--- config.mk ---
export PLATFORM = sky130hd
export DESIGN_NAME = stream_fifo
export DESIGN_NICKNAME = d
export VERILOG_FILES = /design/src/rtl/stream_fifo.sv
export SDC_FILE = /design/constraint.sdc
export NUM_CORES = 1
export LEC_CHECK = 0
export BUFFER_PORTS_ARGS = -buffer_cell sky130_fd_sc_hd__clkbuf_2
export CORE_UTILIZATION = 50
export DETAILED_ROUTE_END_ITERATION = 8
export HOLD_SLACK_MARGIN = 0.08
export MAX_ROUTING_LAYER = met4
export PLACE_DENSITY = 0.76
export SLEW_MARGIN = 10
export SYNTH_ARGS = -nofsm -noshare
export SYNTH_HDL_FRONTEND = slang
export SYNTH_SLANG_ARGS = --single-unit
--- constraint.sdc ---
create_clock -name ACLK -period 2.7 [get_ports ACLK]
set_clock_uncertainty 0.1 [all_clocks]
set_input_delay 0.675 -clock ACLK [delete_from_list [all_inputs] [get_ports ACLK]]
set_output_delay 0.675 -clock ACLK [all_outputs]
set_load 0.05 [all_outputs]
--- src/rtl/stream_fifo.sv ---
// First-word-fall-through valid/ready FIFO placed in front of one arbiter lane.
// Outputs depend only on registered state, so there is no combinational path from valid_i/ready_i.
module stream_fifo #(
    parameter int DATA_WIDTH         = 32,
    parameter int DEPTH              = 4,
    parameter int ALMOST_FULL_THRESH = DEPTH - 1,
    parameter int COUNT_WIDTH        = $clog2(DEPTH + 1)
) (
    input  logic                   ACLK,
    input  logic                   ARESET,
    input  logic [DATA_WIDTH-1:0]  data_i,
    input  logic                   valid_i,
    output logic                   ready_o,
    output logic [DATA_WIDTH-1:0]  data_o,
    output logic                   valid_o,
    input  logic                   ready_i,
    output logic [COUNT_WIDTH-1:0] count_o,
    output logic                   almost_full_o
);

    localparam int PTR_W = $clog2(DEPTH);
    localparam logic [COUNT_WIDTH-1:0] FULL_COUNT = COUNT_WIDTH'(DEPTH);

    logic [DATA_WIDTH-1:0]  mem_q [DEPTH];
    logic [PTR_W-1:0]       wr_ptr_q, wr_ptr_d;
    logic [PTR_W-1:0]       rd_ptr_q, rd_ptr_d;
    logic [COUNT_WIDTH-1:0] count_q, count_d;
    logic                   push, pop;

    assign ready_o       = (count_q != FULL_COUNT);
    assign valid_o       = (count_q != '0);
    assign data_o        = mem_q[rd_ptr_q];
    assign count_o       = count_q;
    assign almost_full_o = ({{(32-COUNT_WIDTH){1'b0}}, count_q} >= 32'(ALMOST_FULL_THRESH));

    // A push coinciding with reset is dropped along with everything else.
    assign push = valid_i && ready_o && !ARESET;
    assign pop  = valid_o && ready_i;

    always_comb begin
        wr_ptr_d = wr_ptr_q;
        rd_ptr_d = rd_ptr_q;
        count_d  = count_q;
        if (push) begin
            wr_ptr_d = wr_ptr_q + PTR_W'(1);
        end
        if (pop) begin
            rd_ptr_d = rd_ptr_q + PTR_W'(1);
        end
        if (push && !pop) begin
            count_d = count_q + COUNT_WIDTH'(1);
        end else if (pop && !push) begin
            count_d = count_q - COUNT_WIDTH'(1);
        end
    end

    always_ff @(posedge ACLK) begin
        if (ARESET) begin
            wr_ptr_q <= '0;
            rd_ptr_q <= '0;
            count_q  <= '0;
        end else begin
            wr_ptr_q <= wr_ptr_d;
            rd_ptr_q <= rd_ptr_d;
            count_q  <= count_d;
        end
    end

    // Storage is never cleared; data_o is meaningless while valid_o is low.
    always_ff @(posedge ACLK) begin
        if (push) begin
            mem_q[wr_ptr_q] <= data_i;
        end
    end

endmodule

# Word level (Yosys, flattened, before mapping)
# Memories as Yosys holds them, arrays and structs flattened. A register that Yosys moved wholly into a read port is not among the register bits.
# Index checks and enable logic that the tools add are counted.
[word_totals]
reg_bits = 7
mem_count = 1
ram_bits = 128
inputBits = 36
output_inout_bits = 38
wordCells = 26
[op_classes]
n_eq_ne = 1
n_addsub = 4
n_reduce_logical = 10
n_mux = 6
magnitude_cmp = 1
[mem_list]
columns = ["name", "words", "word_bits", "rd", "rd_ports_with_merged_regs", "write_ports", "line", "rtl"]
rows = [
  ["mem_q", 4, 32, 1, 1, 1, "24", "logic [DATA_WIDTH-1:0] mem_q [DEPTH];"],
]
[op_table]
columns = ["cell", "count"]
rows = [
  ["3-bit two-way mux", 2],
  ["1-bit logical AND", 5],
  ["2-bit by 1-bit adder with 2-bit output, second input constant", 2],
  ["2-bit two-way mux", 2],
  ["3-bit by 1-bit adder with 3-bit output, second input constant", 1],
  ["3-bit by 2-bit greater-or-equal comparator with 1-bit output, second input constant", 1],
  ["1-bit zero test", 3],
  ["3-bit != test, second input constant", 1],
  ["3-bit nonzero test", 1],
  ["3-bit by 1-bit subtractor with 3-bit output, second input constant", 1],
  ["1-bit two-way mux", 2],
  ["2-bit nonzero test", 1],
]

# Logic depth before layout (Yosys ltp)
# Gate-level depths: netlist of the first run.
[depth]
ltp_word = 7
depth_mapped = 8
mapped_depth_nobuf = 8

# Worst setup path after synthesis of the first run
# Ideal clock, no wire load.
[synth_timing]
path_kind = "register to register"
startpoint = "register count_q[0] (netlist: count_o[0])"
endpoint = "register count_q[2] (netlist: count_o[2])"
stages_incl_launch_ff = 9
path_slack_ns = 0.098
synth_period_minus_slack_ns = 2.602
required_time_ns = 2.530
n_path_buf = 0
arrival_ns = 2.432
cell_sequence = "dfxtp_1 nor2_2 a211oi_4 ha_1 inv_1 fa_1 xor2_1 or3_1 a21oi_1"
[synth_between]
elab_chain_cells = 6
elab_cells_between_ends = 14
classes_between = "add/sub (2); eq/ne (1); mux (2); reduce/logical (9)"
[synth_lines]
columns = ["item", "line", "rtl"]
rows = [
  ["start: declaration", "27", "logic [COUNT_WIDTH-1:0] count_q, count_d;"],
  ["start signal: assignment", "65", "count_q <= count_d;"],
  ["3-bit != test (*)", "30", "assign ready_o = (count_q != FULL_COUNT);"],
  ["1-bit logical AND (*) (2 in a row)", "37", "assign push = valid_i && ready_o && !ARESET;"],
  ["named net push", "28", "logic push, pop;"],
  ["1-bit zero test", "52", "end else if (pop && !push) begin"],
  ["1-bit logical AND", "52", ""],
  ["2-bit nonzero test (no source line)", "--", ""],
]
# The timed path passes the listed nets; every way through them passes the cells marked *. The select of a mux whose other input is x is not followed.
# A chain may end at the register's enable or synchronous reset.

==> results of run 1 <==
-- cell type report --
type	count	area (µm²)
Sequential cell	137	4029
Clock buffer	18	417.9
Tap cell	133	166.4
Timing Repair Buffer	87	513.0
Clock inverter	14	241.5
Multi-Input combinational cell	69	1028
Fill cell	656	3453
Inverter	4	15.01
-- repair_timing --
item | 4_1_cts | 5_1_grt
buffers inserted | 1 | 0
endpoints found under the setup margin | 27 | 1
gates resized for setup | 8 | 1
cloned | 0 | 0
-- metrics by stage --
stage          hold WS (ns)  total power, mW  setup WS [ns]  instance area [µm²]
2_1_floorplan        0.3820            4.294        0.09806                 5157
3_3_place_gp         0.4032            4.649         0.2498                 5724
3_5_place_dp         0.4241            4.668         0.1404                 5724
4_1_cts              0.2520            7.271        0.04099                 6411
5_1_grt              0.2587            7.460      0.0001457                 6411
6_report             0.2769            7.195        0.07404                 6411
-- path summary, 6_finish.rpt --
kind,slack [ns],depth (start not counted),from,to
max reg2reg,0.25,8,count_o[0]$_SDFFE_PP0P_,count_o[2]$_SDFFE_PP0P_
min,0.28,1,data_i[10],mem_q[2][10]$_DFFE_PP_
max,0.07,3,register,data_o[23]
min reg2reg,0.43,2,wr_ptr_q[1]$_SDFFE_PP0P_,wr_ptr_q[1]$_SDFFE_PP0P_
-- cells in the final DEF, fill, tap and decap left out, types with 2 or more instances in the layout --
cell type	n
edfxtp_1	128
mux4_2	32
buf_12	2
nand2b_1	2
inv_1	4
clkinvlp_4	3
nor2_1	7
dfxtp_1	7
bufinv_16	6
or3_1	2
ha_1	5
inv_6	4
xor2_1	4
clkbuf_2	65
mux2i_1	2
buf_4	12
clkbuf_4	7
and2_2	4
clkbuf_16	16
-- cell usage after synthesis (2+ instances only) --
| master | n | area, µm² |
|---|---|---|
| dfxtp_1 | 9 | 180.2 |
| nor2_1 | 7 | 26.28 |
| mux4_2 | 32 | 720.7 |
| buf_12 | 3 | 60.06 |
| xor2_1 | 4 | 35.03 |
| buf_2 | 4 | 20.02 |
| and2_1 | 4 | 25.02 |
| ha_1 | 5 | 62.56 |
| inv_1 | 4 | 15.01 |
| mux2i_1 | 2 | 20.02 |
| nand2b_1 | 2 | 12.51 |
| edfxtp_1 | 128 | 3844 |
| or3_1 | 2 | 12.51 |
-- power by group through the flow --
| stage | sequential [mW] | clock, mW | combinational, mW |
|---|---|---|---|
| floorplan | 2.64 | 0 | 1.66 |
| global placement | 2.64 | 0 | 2.01 |
| detailed placement | 2.65 | 0 | 2.02 |
| CTS | 2.59 | 2.59 | 2.09 |
| global route | 2.61 | 2.69 | 2.16 |
| finish | 2.59 | 2.55 | 2.05 |
-- cells by family (layout without fill, tap and decap cells) --
| logic type | after synthesis | in the layout | share of synthesized area |
|---|---|---|---|
| flip-flops | 137 | 137 | 0.7802 |
| multiplexers | 35 | 35 | 0.1458 |
| AND/OR/NAND/NOR | 17 | 17 | 0.01674 |
| buffers and inverters | 13 | 123 | 0.02135 |
| AO/OA/AOI/OAI | 7 | 7 | 0.01310 |
| adder cells (fa/ha/maj) | 6 | 6 | 0.01601 |
| XOR/XNOR | 4 | 4 | 0.006792 |
-- per-layer routing --
layer | GRT usage | vias to the layer above | share of wire
met1 | 0.2275 | 1269 | 0.42
li1 | - | 1100 | -
met2 | 0.2958 | 80 | 0.52
met5 | - | - | 0
met3 | 0.05916 | 8 | 0.056
met4 | 0.06936 | 0 | 0.011
-- sequential cells by signal, indices dropped and copies added (netlist names), named ones only --
signal	cells
mem_q	128
rd_ptr_q	2
count_o	3
wr_ptr_q	2
==> results_dict.tcl, run 1 <==
set metrics [dict create \
    p_int_mw 4.888 \
    timing.final.hold_violations 0 \
    overflow 0 \
    grt_pass1_vias 2599 \
    peakVddDrop_uv 680.8 \
    track_usage 0.1870 \
    p_sw_mw 2.307 \
    cts_sinks 137 \
    routed_wirelength_um 8666 \
    ys_ff_latch 137 \
    n_antenna_cell 0 \
    clkTransAtPathRegs_ns 0.06 \
    drt-initial-drc-count 162 \
    cts_hold_buffers 0 \
    die_x_um 103.6 \
    die_y_um 103.6 \
    tightestPinTransition_ns 0.4030 \
    maxSlewViolCount 0 \
    core_area_um2 9864 \
    final_util 0.6499 \
    grt_max_degree 20 \
    fin_cells 462 \
    synthCells 219 \
    start_util 0.5228 \
    worstSkewPairLatency_ns 0.51 \
    num_vias 2457 \
    drive_above_1_share 0.4833 \
    period_share 0.9726 \
    crit_family "multiplexers" \
    wl_per_cell_um 18.76 \
    slew_headroom 0.7310 \
    hpwl_um 5073 \
    grt_setup_unrepaired "false" \
    fin_nets 358 \
    synth-seq-area-share 0.7802 \
    status "complete, no violations" \
    first_pass_iters 4 \
    hp-class "in -> reg" \
    cp.buffers_inverters 2 \
    endpoint_kind "primary output" \
    cts_tree "built" \
    start_kind "register" \
    port-buffer-count 73 \
    cts-root-buf "clkbuf_8" \
    ant_nets 0 \
    async_reset_ff_frac 0 \
    ys_types 26 \
    die-area_um2 10720 \
    syn-num-nets 261 \
    min_period_ns 2.626 \
    power_leakage_nw 2.258 \
    routabilityCongestion 0.6985 \
    synth_flop_cell "edfxtp_1" \
    switching_share 0.3206 \
    critPathRequiredTime_ns 1.92 \
    crit_slowest_cell "mux4_2" \
    clkPwrFrac 0.355 \
    num_io_pins 74 \
    drcViolationCount 0 \
    cts.path.max_buffers 2 \
    crit_chain "buf_12 -> mux4_2 -> clkbuf_2" \
    antenna_found_initial 0 \
    worstPathMaxFanout 13 \
    setup_violations 0 \
    rows 36 \
    seq_power_share 0.360 \
    cp.arrival_ns 1.85 \
    max_stage_delay_ns 0.52 \
    cap_violations 0 \
    place_inst 429 \
    synth_edf_count 128 \
    cts.htree.levels 4 \
    avgSynthCellArea_um2 23.55 \
    syn_area_um2 5157 \
    area_growth_pct 24.31 \
    worstSetupPathType "reg -> out" \
    grt_pass1_wl_um 14030 \
    via_per_inst 5.318 \
    p_comb_frac 0.285 \
    cts_made_buffers 17 \
    fmax_mhz 380.8 \
    power_density_nw_per_um2 1122 \
    ys_warn_count 0 \
    tns_ns 0 \
]
(Power assumes the default switching activity.)
==> run 2: changes to the inputs <==
- BUFFER_PORTS_ARGS: -buffer_cell sky130_fd_sc_hd__clkbuf_2 -> not set
- DONT_BUFFER_PORTS: not set -> 1
- PLACE_DENSITY: 0.76 -> 0.7
==> run 2 against run 1 <==
Effect of this change:
- combinational power decreased by 12%
- core utilization decreased by 4.7 points
- non-clock buffer count decreased by 73
- critical path depth decreased by 1
- routed wire length decreased by 6.4%
- worst hold slack got worse by 0.14 ns
- fmax increased by 2.0%
- die area unchanged
- critical path type unchanged
- largest cell class unchanged
- largest power group unchanged
- flip-flop and latch count unchanged
==> results_dict.tcl, run 2 (same netlist as run 1, synthesis figures left out) <==
set metrics [dict create \
    grt_max_degree 22 \
    tns_ns 0 \
    rows 36 \
    antenna_found_initial 0 \
    critPathRequiredTime_ns 1.92 \
    die_y_um 103.6 \
    worstRegToRegCells 8 \
    area_growth_pct 15.31 \
    overflow 0 \
    min_period_ns 2.574 \
    cts_sinks 137 \
    cts-root-buf "clkbuf_8" \
    n_antenna_cell 0 \
    hp-class "in -> reg" \
    hold_path_startpoint "ARESET" \
    final_common_cell "edfxtp_1" \
    detailed_place.area_um2 5404 \
    cp.arrival_ns 1.80 \
    start_kind "register" \
    final_area_um2 5947 \
    cap_violations 0 \
    reg2reg_to "count_o[2]$_SDFFE_PP0P_" \
    port-buffer-count 0 \
    core_area_um2 9864 \
    fin_nets 285 \
    slew_headroom 0.6929 \
    fmax_mhz 388.5 \
    tightestPinTransition_ns 0.4616 \
    met1_length_um 3362 \
    worstSetupPathType "reg -> out" \
    endpoint_kind "primary output" \
    grt_pass1_vias 2412 \
    routed_wirelength_um 8110 \
    start_util 0.5228 \
    grt_pass1_wl_um 12940 \
    worstHoldEndpoint "count_o[2]$_SDFFE_PP0P_" \
    worstSkewPairLatency_ns 0.50 \
    ant_nets 0 \
    status "complete, no violations" \
    cts.htree.levels 4 \
    cts.path.max_buffers 2 \
    period_share 0.9533 \
    clkTransAtPathRegs_ns 0.06 \
    met3_length_um 451 \
    num_vias 2167 \
    worstHoldPathCells 1 \
    layout_common_cells "edfxtp_1, mux4_2, clkbuf_16" \
    rrSetupSlack_ns 0.41 \
    drcViolationCount 0 \
    via_per_inst 5.585 \
    drive_above_1_share 0.3333 \
    routabilityCongestion 0.6773 \
    peakVddDrop_uv 546.7 \
    die-area_um2 10720 \
    largest_register_ffs 128 \
    fill_cells 684 \
    track_usage 0.1711 \
    worstPathMaxFanout 14 \
    routed-wl-met2_um 4247 \
    drt-initial-drc-count 141 \
    cts_tree "built" \
    holdWs_ns 0.1387 \
    hpwl_um 5125 \
    power_leakage_nw 1.901 \
    wl_per_cell_um 20.90 \
    grt_setup_unrepaired "false" \
    timing.final.hold_violations 0 \
    num_io_pins 74 \
    power_density_nw_per_um2 1086 \
    first_pass_iters 4 \
    setup_violations 0 \
    r2r_start "count_o[0]$_SDFFE_PP0P_" \
    die_x_um 103.6 \
    maxSlewViolCount 0 \
    cts_hold_buffers 0 \
    top_layer_used "met4" \
    top_register "mem_q" \
    cts_made_buffers 17 \
]
-- run 2: area by class of cell --
class | count | area [µm²] | area share
clock buffer | 18 | 417.9 | 0.07027
clock inverter | 13 | 121.4 | 0.02041
inverter | 4 | 15.01 | 0.002525
multi-input combinational | 69 | 1028 | 0.1729
sequential | 137 | 4026 | 0.6770
tap | 133 | 166.4 | 0.02798
timing repair buffer | 14 | 171.4 | 0.02882
-- run 2: through the flow --
step / utilization / power, mW / std cells / setup WS, ns
after detailed placement: 0.5478 / 4.456 / 357 / 0.2869
after global routing: 0.6029 / 6.712 / 388 / 0.03126
after CTS: 0.6025 / 6.535 / 388 / 0.04418
after floorplan: - / 4.294 / 219 / 0.09806
final: 0.6029 / 6.459 / 388 / 0.1262
after global placement: 0.5478 / 4.439 / 357 / 0.3283
-- run 2: report_power, final --
part | leakage, nW | internal [mW] | switching (mW)
clock | 0.252 | 1.22 | 0.846
sequential | 1.24 | 2.50 | 0.0849
combinational | 0.413 | 0.526 | 1.28
-- run 2: worst max path at each step --
stage	start	endpoint	slack, ns	cells past startpoint
finish	register	data_o[13]	0.13	2
CTS	register	data_o[25]	0.04	2
global placement	valid_i	count_o[2]$_SDFFE_PP0P_	0.33	8
detailed placement	valid_i	count_o[2]$_SDFFE_PP0P_	0.29	8
floorplan	count_o[0]$_SDFFE_PP0P_	count_o[2]$_SDFFE_PP0P_	0.1	8
global route	register	data_o[13]	0.03	2
-- run 2: metal layers --
metal,global-route usage,up-vias
met5,-,-
met4,0.06004,0
met3,0.06923,4
met2,0.2785,59
met1,0.1915,1147
li1,-,957
-- run 2: worst max-delay path, cell delays in order, from the launching register on --
cell     delay, ns
dfxtp_2       0.58
buf_4         0.24
mux4_2        0.48
-- run 2: what timing repair did --
action	CTS	global route
endpoints found under the setup margin	0	1
buffers inserted	0	0
gates resized for setup	0	1
